### src/rtl/word_cache.sv
// word_cache: direct-mapped, write-through, no-write-allocate cache that sits
// between a word-granular core port and a line-granular (16 B) memory port.
//
// Ports
//   clk, rst              clock, asynchronous active-low reset
//   mem_read/mem_write    core request, held until the one-cycle mem_resp
//   mem_byte_enable       write lanes, bit i = byte i
//   mem_address           byte address (bits [1:0] ignored)
//   mem_wdata             lane-aligned write data
//   mem_resp/mem_rdata    completion pulse and read word
//   pmem_read             line fill request, held until pmem_resp
//   pmem_write            single-word write-through, held until pmem_resp
//   pmem_address          line-aligned for fills, word-aligned for writes
//   pmem_wdata/pmem_byte_enable  write-through data and lanes
//   pmem_resp/pmem_rdata  memory completion and 128-bit fill line
module word_cache #(
  parameter int SETS = 8
) (
  input  logic         clk,
  input  logic         rst,
  input  logic         mem_read,
  input  logic         mem_write,
  input  logic [3:0]   mem_byte_enable,
  input  logic [31:0]  mem_address,
  input  logic [31:0]  mem_wdata,
  output logic         mem_resp,
  output logic [31:0]  mem_rdata,
  output logic         pmem_read,
  output logic         pmem_write,
  output logic [31:0]  pmem_address,
  output logic [31:0]  pmem_wdata,
  output logic [3:0]   pmem_byte_enable,
  input  logic         pmem_resp,
  input  logic [127:0] pmem_rdata
);

  localparam int IW = $clog2(SETS);
  localparam int TW = 28 - IW;

  typedef enum logic [1:0] {IDLE, FILL, WRITE, RESP} state_t;

  state_t         state_q, state_d;
  logic [29:0]    req_addr_q, req_addr_d;   // captured word address
  logic [31:0]    wdata_q, wdata_d;
  logic [3:0]     be_q, be_d;
  logic           mem_resp_q, mem_resp_d;
  logic [31:0]    mem_rdata_q, mem_rdata_d;
  logic           pmem_read_q, pmem_read_d;
  logic           pmem_write_q, pmem_write_d;
  logic [31:0]    pmem_address_q, pmem_address_d;
  logic [SETS-1:0] valid_q, valid_d;

  logic [TW-1:0]  tag_q  [SETS];
  logic [127:0]   data_q [SETS];

  logic           line_we;
  logic [127:0]   line_data;

  logic [IW-1:0]  in_idx, req_idx;
  logic [TW-1:0]  in_tag, req_tag;
  logic [1:0]     in_off, req_off;
  logic           in_hit, req_hit;
  logic           unused_addr_bits;

  assign in_idx  = mem_address[4 +: IW];
  assign in_tag  = mem_address[31 -: TW];
  assign in_off  = mem_address[3:2];
  assign req_idx = req_addr_q[2 +: IW];
  assign req_tag = req_addr_q[29 -: TW];
  assign req_off = req_addr_q[1:0];
  assign in_hit  = valid_q[in_idx] && (tag_q[in_idx] == in_tag);
  assign req_hit = valid_q[req_idx] && (tag_q[req_idx] == req_tag);
  assign unused_addr_bits = ^mem_address[1:0];

  always_comb begin
    state_d        = state_q;
    req_addr_d     = req_addr_q;
    wdata_d        = wdata_q;
    be_d           = be_q;
    mem_resp_d     = 1'b0;
    mem_rdata_d    = mem_rdata_q;
    pmem_read_d    = pmem_read_q;
    pmem_write_d   = pmem_write_q;
    pmem_address_d = pmem_address_q;
    valid_d        = valid_q;
    line_we        = 1'b0;
    line_data      = data_q[req_idx];
    unique case (state_q)
      IDLE: begin
        // write wins when both request lines are high
        if (mem_write) begin
          state_d        = WRITE;
          req_addr_d     = mem_address[31:2];
          wdata_d        = mem_wdata;
          be_d           = mem_byte_enable;
          pmem_write_d   = 1'b1;
          pmem_address_d = {mem_address[31:2], 2'b00};
        end else if (mem_read) begin
          if (in_hit) begin
            state_d     = RESP;
            mem_resp_d  = 1'b1;
            mem_rdata_d = data_q[in_idx][{in_off, 5'b0} +: 32];
          end else begin
            state_d        = FILL;
            req_addr_d     = mem_address[31:2];
            wdata_d        = mem_wdata;
            be_d           = mem_byte_enable;
            pmem_read_d    = 1'b1;
            pmem_address_d = {mem_address[31:4], 4'b0000};
          end
        end
      end
      FILL: begin
        if (pmem_resp) begin
          state_d          = RESP;
          pmem_read_d      = 1'b0;
          line_we          = 1'b1;
          line_data        = pmem_rdata;
          valid_d[req_idx] = 1'b1;
          mem_resp_d       = 1'b1;
          mem_rdata_d      = pmem_rdata[{req_off, 5'b0} +: 32];
        end
      end
      WRITE: begin
        if (pmem_resp) begin
          state_d      = RESP;
          pmem_write_d = 1'b0;
          mem_resp_d   = 1'b1;
          // no allocate: only an already-resident line absorbs the write
          if (req_hit) begin
            line_we = 1'b1;
            for (int b = 0; b < 4; b++) begin
              if (be_q[b]) line_data[{req_off, 5'b0} + 7'(8 * b) +: 8] = wdata_q[8*b +: 8];
            end
          end
        end
      end
      RESP: state_d = IDLE;
      default: state_d = IDLE;
    endcase
  end

  always_ff @(posedge clk or negedge rst) begin
    if (!rst) begin
      state_q        <= IDLE;
      req_addr_q     <= '0;
      wdata_q        <= '0;
      be_q           <= '0;
      mem_resp_q     <= 1'b0;
      mem_rdata_q    <= '0;
      pmem_read_q    <= 1'b0;
      pmem_write_q   <= 1'b0;
      pmem_address_q <= '0;
      valid_q        <= '0;
    end else begin
      state_q        <= state_d;
      req_addr_q     <= req_addr_d;
      wdata_q        <= wdata_d;
      be_q           <= be_d;
      mem_resp_q     <= mem_resp_d;
      mem_rdata_q    <= mem_rdata_d;
      pmem_read_q    <= pmem_read_d;
      pmem_write_q   <= pmem_write_d;
      pmem_address_q <= pmem_address_d;
      valid_q        <= valid_d;
    end
  end

  // tags and data carry no reset; valid bits alone qualify them
  always_ff @(posedge clk) begin
    if (line_we) begin
      tag_q[req_idx]  <= req_tag;
      data_q[req_idx] <= line_data;
    end
  end

  assign mem_resp         = mem_resp_q;
  assign mem_rdata        = mem_rdata_q;
  assign pmem_read        = pmem_read_q;
  assign pmem_write       = pmem_write_q;
  assign pmem_address     = pmem_address_q;
  assign pmem_wdata       = wdata_q;
  assign pmem_byte_enable = be_q;

endmodule

### config.mk
export PLATFORM = sky130hd
export DESIGN_NAME = word_cache
export DESIGN_NICKNAME = d
export VERILOG_FILES = /design/src/rtl/word_cache.sv
export SDC_FILE = /design/constraint.sdc
export NUM_CORES = 2
export LEC_CHECK = 0
export BUFFER_PORTS_ARGS = -buffer_cell sky130_fd_sc_hd__buf_2
export CELL_PAD_IN_SITES_DETAIL_PLACEMENT = 1
export CELL_PAD_IN_SITES_GLOBAL_PLACEMENT = 2
export CORE_MARGIN = 2
export CORE_UTILIZATION = 43
export CTS_BUF_LIST = sky130_fd_sc_hd__clkbuf_4
export CTS_CLUSTER_DIAMETER = 100
export CTS_CLUSTER_SIZE = 20
export DETAILED_ROUTE_END_ITERATION = 7
export GPL_TIMING_DRIVEN = 1
export PLACE_DENSITY_LB_ADDON = 0.1
export SLEW_MARGIN = 20
export SYNTH_ARGS = -nofsm -noshare
export SYNTH_HDL_FRONTEND = slang
export SYNTH_SLANG_ARGS = --single-unit
### constraint.sdc
create_clock -name clk -period 20.8 [get_ports clk]
set_input_delay 4.16 -clock clk [delete_from_list [all_inputs] [get_ports clk]]
set_output_delay 4.16 -clock clk [all_outputs]
set_load 0.02 [all_outputs]
==> flow_metrics.py <==
metrics = {
    "final_layout": {
        "nFillCells": 14886,
        "area_growth_pct": 7.30,
        "drive_gt1_share_pct": 25.6,
        "final_util_pct": 46.4,
        "regArea_mm2": 0.0396,
        "multi_input_area_mm2": 0.0244,
        "finish.net_count": 4665,
    },
    "floorplanning": {
        "die_area_mm2": 0.156,
        "coreArea_mm2": 0.152,
        "rows": 143,
        "die_w_um": 395,
        "die_h_um": 395,
        "io_pins": 304,
        "initial_core_util_pct": 43.2,
    },
    "pwr": {
        "p_per_area_mw_per_mm2": 145,
        "vdd.ir_drop.worst_mv": 0.178,
        "power_w": 0.0102,
        "p_leak_nw": 22.6,
    },
    "setup_path": {
        "crit_path_cell_trace": "buf_8 > buf_4 > mux4_2 > mux2i_1 > xor2_1 > nand4_1 > nor4_1 > buf_4 > nand4_1 > a21oi_4 > buf_4 > mux2_2",
        "start_kind": "input port",
        "critPathMostFrequentCell": "buf_4",
        "cp-startpoint": "mem_address[5]",
        "path_buf_inv": 4,
        "slowest_delay_ps": 820,
        "critPathRequiredTime_ps": 21810,
        "crit_slowest_cell": "a21oi_4",
        "critPathMaxFanout": 82,
        "critPathTopFamily": "buffers and inverters",
        "cp.arrival_ps": 9560,
        "timing.rr.start": "req_addr_q[4]",
        "endpoint_kind": "register",
        "critPathKind": "in2reg",
    },
    "worst_hold_path": {
        "hold_start": "valid_q[5]",
        "worstHoldPathType": "reg2reg",
    },
    "clock_tree": {
        "cts.sinks": 1337,
        "clockBufferDepth": 3,
        "cts_tree": "built",
        "cts_root_buffer": "clkbuf_4",
        "postCtsSetupBuffers": 0,
        "cts_inserted_buffers": 76,
        "ctsResizeCount": 0,
        "path_clk_slew_ps": 190,
        "clk_latency_ps": 1130,
        "htree_levels": 3,
        "hold_buffers": 0,
    },
    "yosys": {
        "ys_async_sr_fraction_pct": 8.45,
        "synth-edff-count": 1224,
        "synth_seq_area_share_pct": 60.3,
        "synthCells": 4357,
        "ys_ff_latch": 1337,
        "synth_ff_type": "edfxtp_1",
        "yosysWarnings": 0,
        "ys_types": 80,
        "postSynthAreaPerCell_um2": 15.1,
        "synth_area_mm2": 0.0656,
    },
    "timing": {
        "setup_viol": 0,
        "fin_setup_tns_ps": 0,
        "slew_headroom_pct": 24.8,
        "worst_pin_slew_ps": 1130,
        "whs_ps": 520,
        "hold_viol": 0,
        "fin_crit_ps": 8540,
        "rsz0062_at_grt": "false",
        "skew_ps": 50.8,
        "slew_violations": 0,
        "fmax_mhz": 117,
        "fin_crit_sh_pct": 41.1,
    },
    "detailed_routing": {
        "vias": 45169,
        "drc_errors": 0,
        "wl_per_cell_um": 36.9,
        "drtAntennaViolNets": 0,
        "routed_wl_um": 242000,
        "via_per_inst": 6.89,
        "drt_iter0_drc": 5167,
        "drtPass1Iterations": 5,
    },
    "grt": {
        "antenna_found_initial": 11,
        "grt_pass1_vias": 46066,
        "grt_remaining_overflow": 0,
        "grt.total_usage_pct": 30.6,
        "grt_max_degree": 116,
        "grt_pass1_wl_um": 344000,
    },
    "placement": {
        "post-dp-hpwl_um": 138000,
        "io_buffers": 299,
        "routabilityCongestion": 0.809,
    },
    "run_status": {
        "status": "finished, final reports clean",
    },
    "flow_run": {
        "maxCapViolations": 0,
    },
}
layer usage:
layer  GRT usage [%]  vias up  share of wire, %
met2            49.6     2196                47
met5               0        -            0.0029
met3            4.19      343               7.8
met1            43.6    24394                42
met4            8.13        2               2.8
li1                -    18234                 -
registers in the layout (all words and copies together), names as in the netlist:
| signal | flops |
|---|---|
| data_q | 1024 |
| tag_q | 200 |
| mem_rdata | 32 |
| pmem_wdata | 32 |
| req_addr_q | 29 |
| valid_q | 8 |
| pmem_byte_enable | 4 |
| pmem_address | 3 |
| state_q | 2 |
| mem_resp | 1 |
| pmem_read | 1 |
| pmem_write | 1 |
layout make-up:
type | instances | area share, %
antenna | 10 | 0.0355
clock buffer | 138 | 1.47
clock inverter | 1 | 0.00533
inverter | 18 | 0.0995
multi-input combinational | 2585 | 34.7
sequential | 1337 | 56.3
tap | 2030 | 3.61
timing repair buffer | 437 | 3.81
logic make-up after synthesis:
logic type / share of synthesized area [%]
flops: 60.3
compound gates: 11.2
simple gates: 6.27
mux: 18.8
buf+inv: 2.85
xor+xnor: 0.387
fa+ha+maj: 0.172
other cells: 0.00572
power breakdown:
| part | leakage [nW] | switching, W | internal (W) | total, W |
|---|---|---|---|---|
| registers | 12.4 | 0.000352 | 0.00409 | 0.00444 |
| clock network | 0.637 | 0.000823 | 0.000293 | 0.00112 |
| logic | 9.55 | 0.00321 | 0.00145 | 0.00466 |
metrics by stage:
stage / worst slack [ps] / instance area [um2] / std cells
after floorplan: -24.1 / 65600 / 4358
after global placement: 11180 / 69300 / 6404
after detailed placement: 11090 / 69300 / 6404
after CTS: 12350 / 70400 / 6543
after global routing: 12120 / 70400 / 6554
final: 12260 / 70400 / 6556
cells in the mapped netlist (104+ instances only):
cell	number	area share [%]
edfxtp_1	1224	56
mux4_2	412	14
a22o_1	104	1.4
nor2_1	196	1.1
o21ai_0	169	1.3
dfrtp_1	113	4.3
clkbuf_1	247	1.4
a22oi_1	284	3.2
a21oi_1	140	1.1
mux2i_1	175	2.7
nand2_1	246	1.4
nand4_1	106	1.0
cell usage in the layout (no fill, tap or decap), types with 9 or more instances in the layout:
cell type,count
nand2_1,246
nor4_2,11
mux2_2,96
nor2_1,186
nand3b_1,14
a31o_2,14
and3_1,100
edfxtp_1,1224
o21ai_0,169
a22oi_1,284
nand2b_1,11
buf_2,294
inv_1,17
buf_12,9
a221oi_1,101
a31oi_1,13
o311ai_0,12
a21oi_1,139
mux2i_1,175
diode_2,10
o211ai_1,23
mux2_1,19
o311ai_1,71
a22o_1,104
o22ai_1,9
nand3_1,68
a222oi_1,13
and2_1,10
dfrtp_1,108
nand4_1,106
xor2_1,27
clkbuf_4,138
mux4_2,412
buf_4,128
final timing paths:
check	endpoint	slack [ps]	depth (start not counted)
min	valid_q[5]	520	1
max	mem_rdata[28]	12260	12
max in group asynchronous	req_addr_q[4]	16630	2
min reg2reg	valid_q[5]	520	1
min in group asynchronous	pmem_wdata[15]	2900	1
max reg2reg	data_q[1][71]	13030	16
Note: power is estimated with default switching activity, not from simulation.
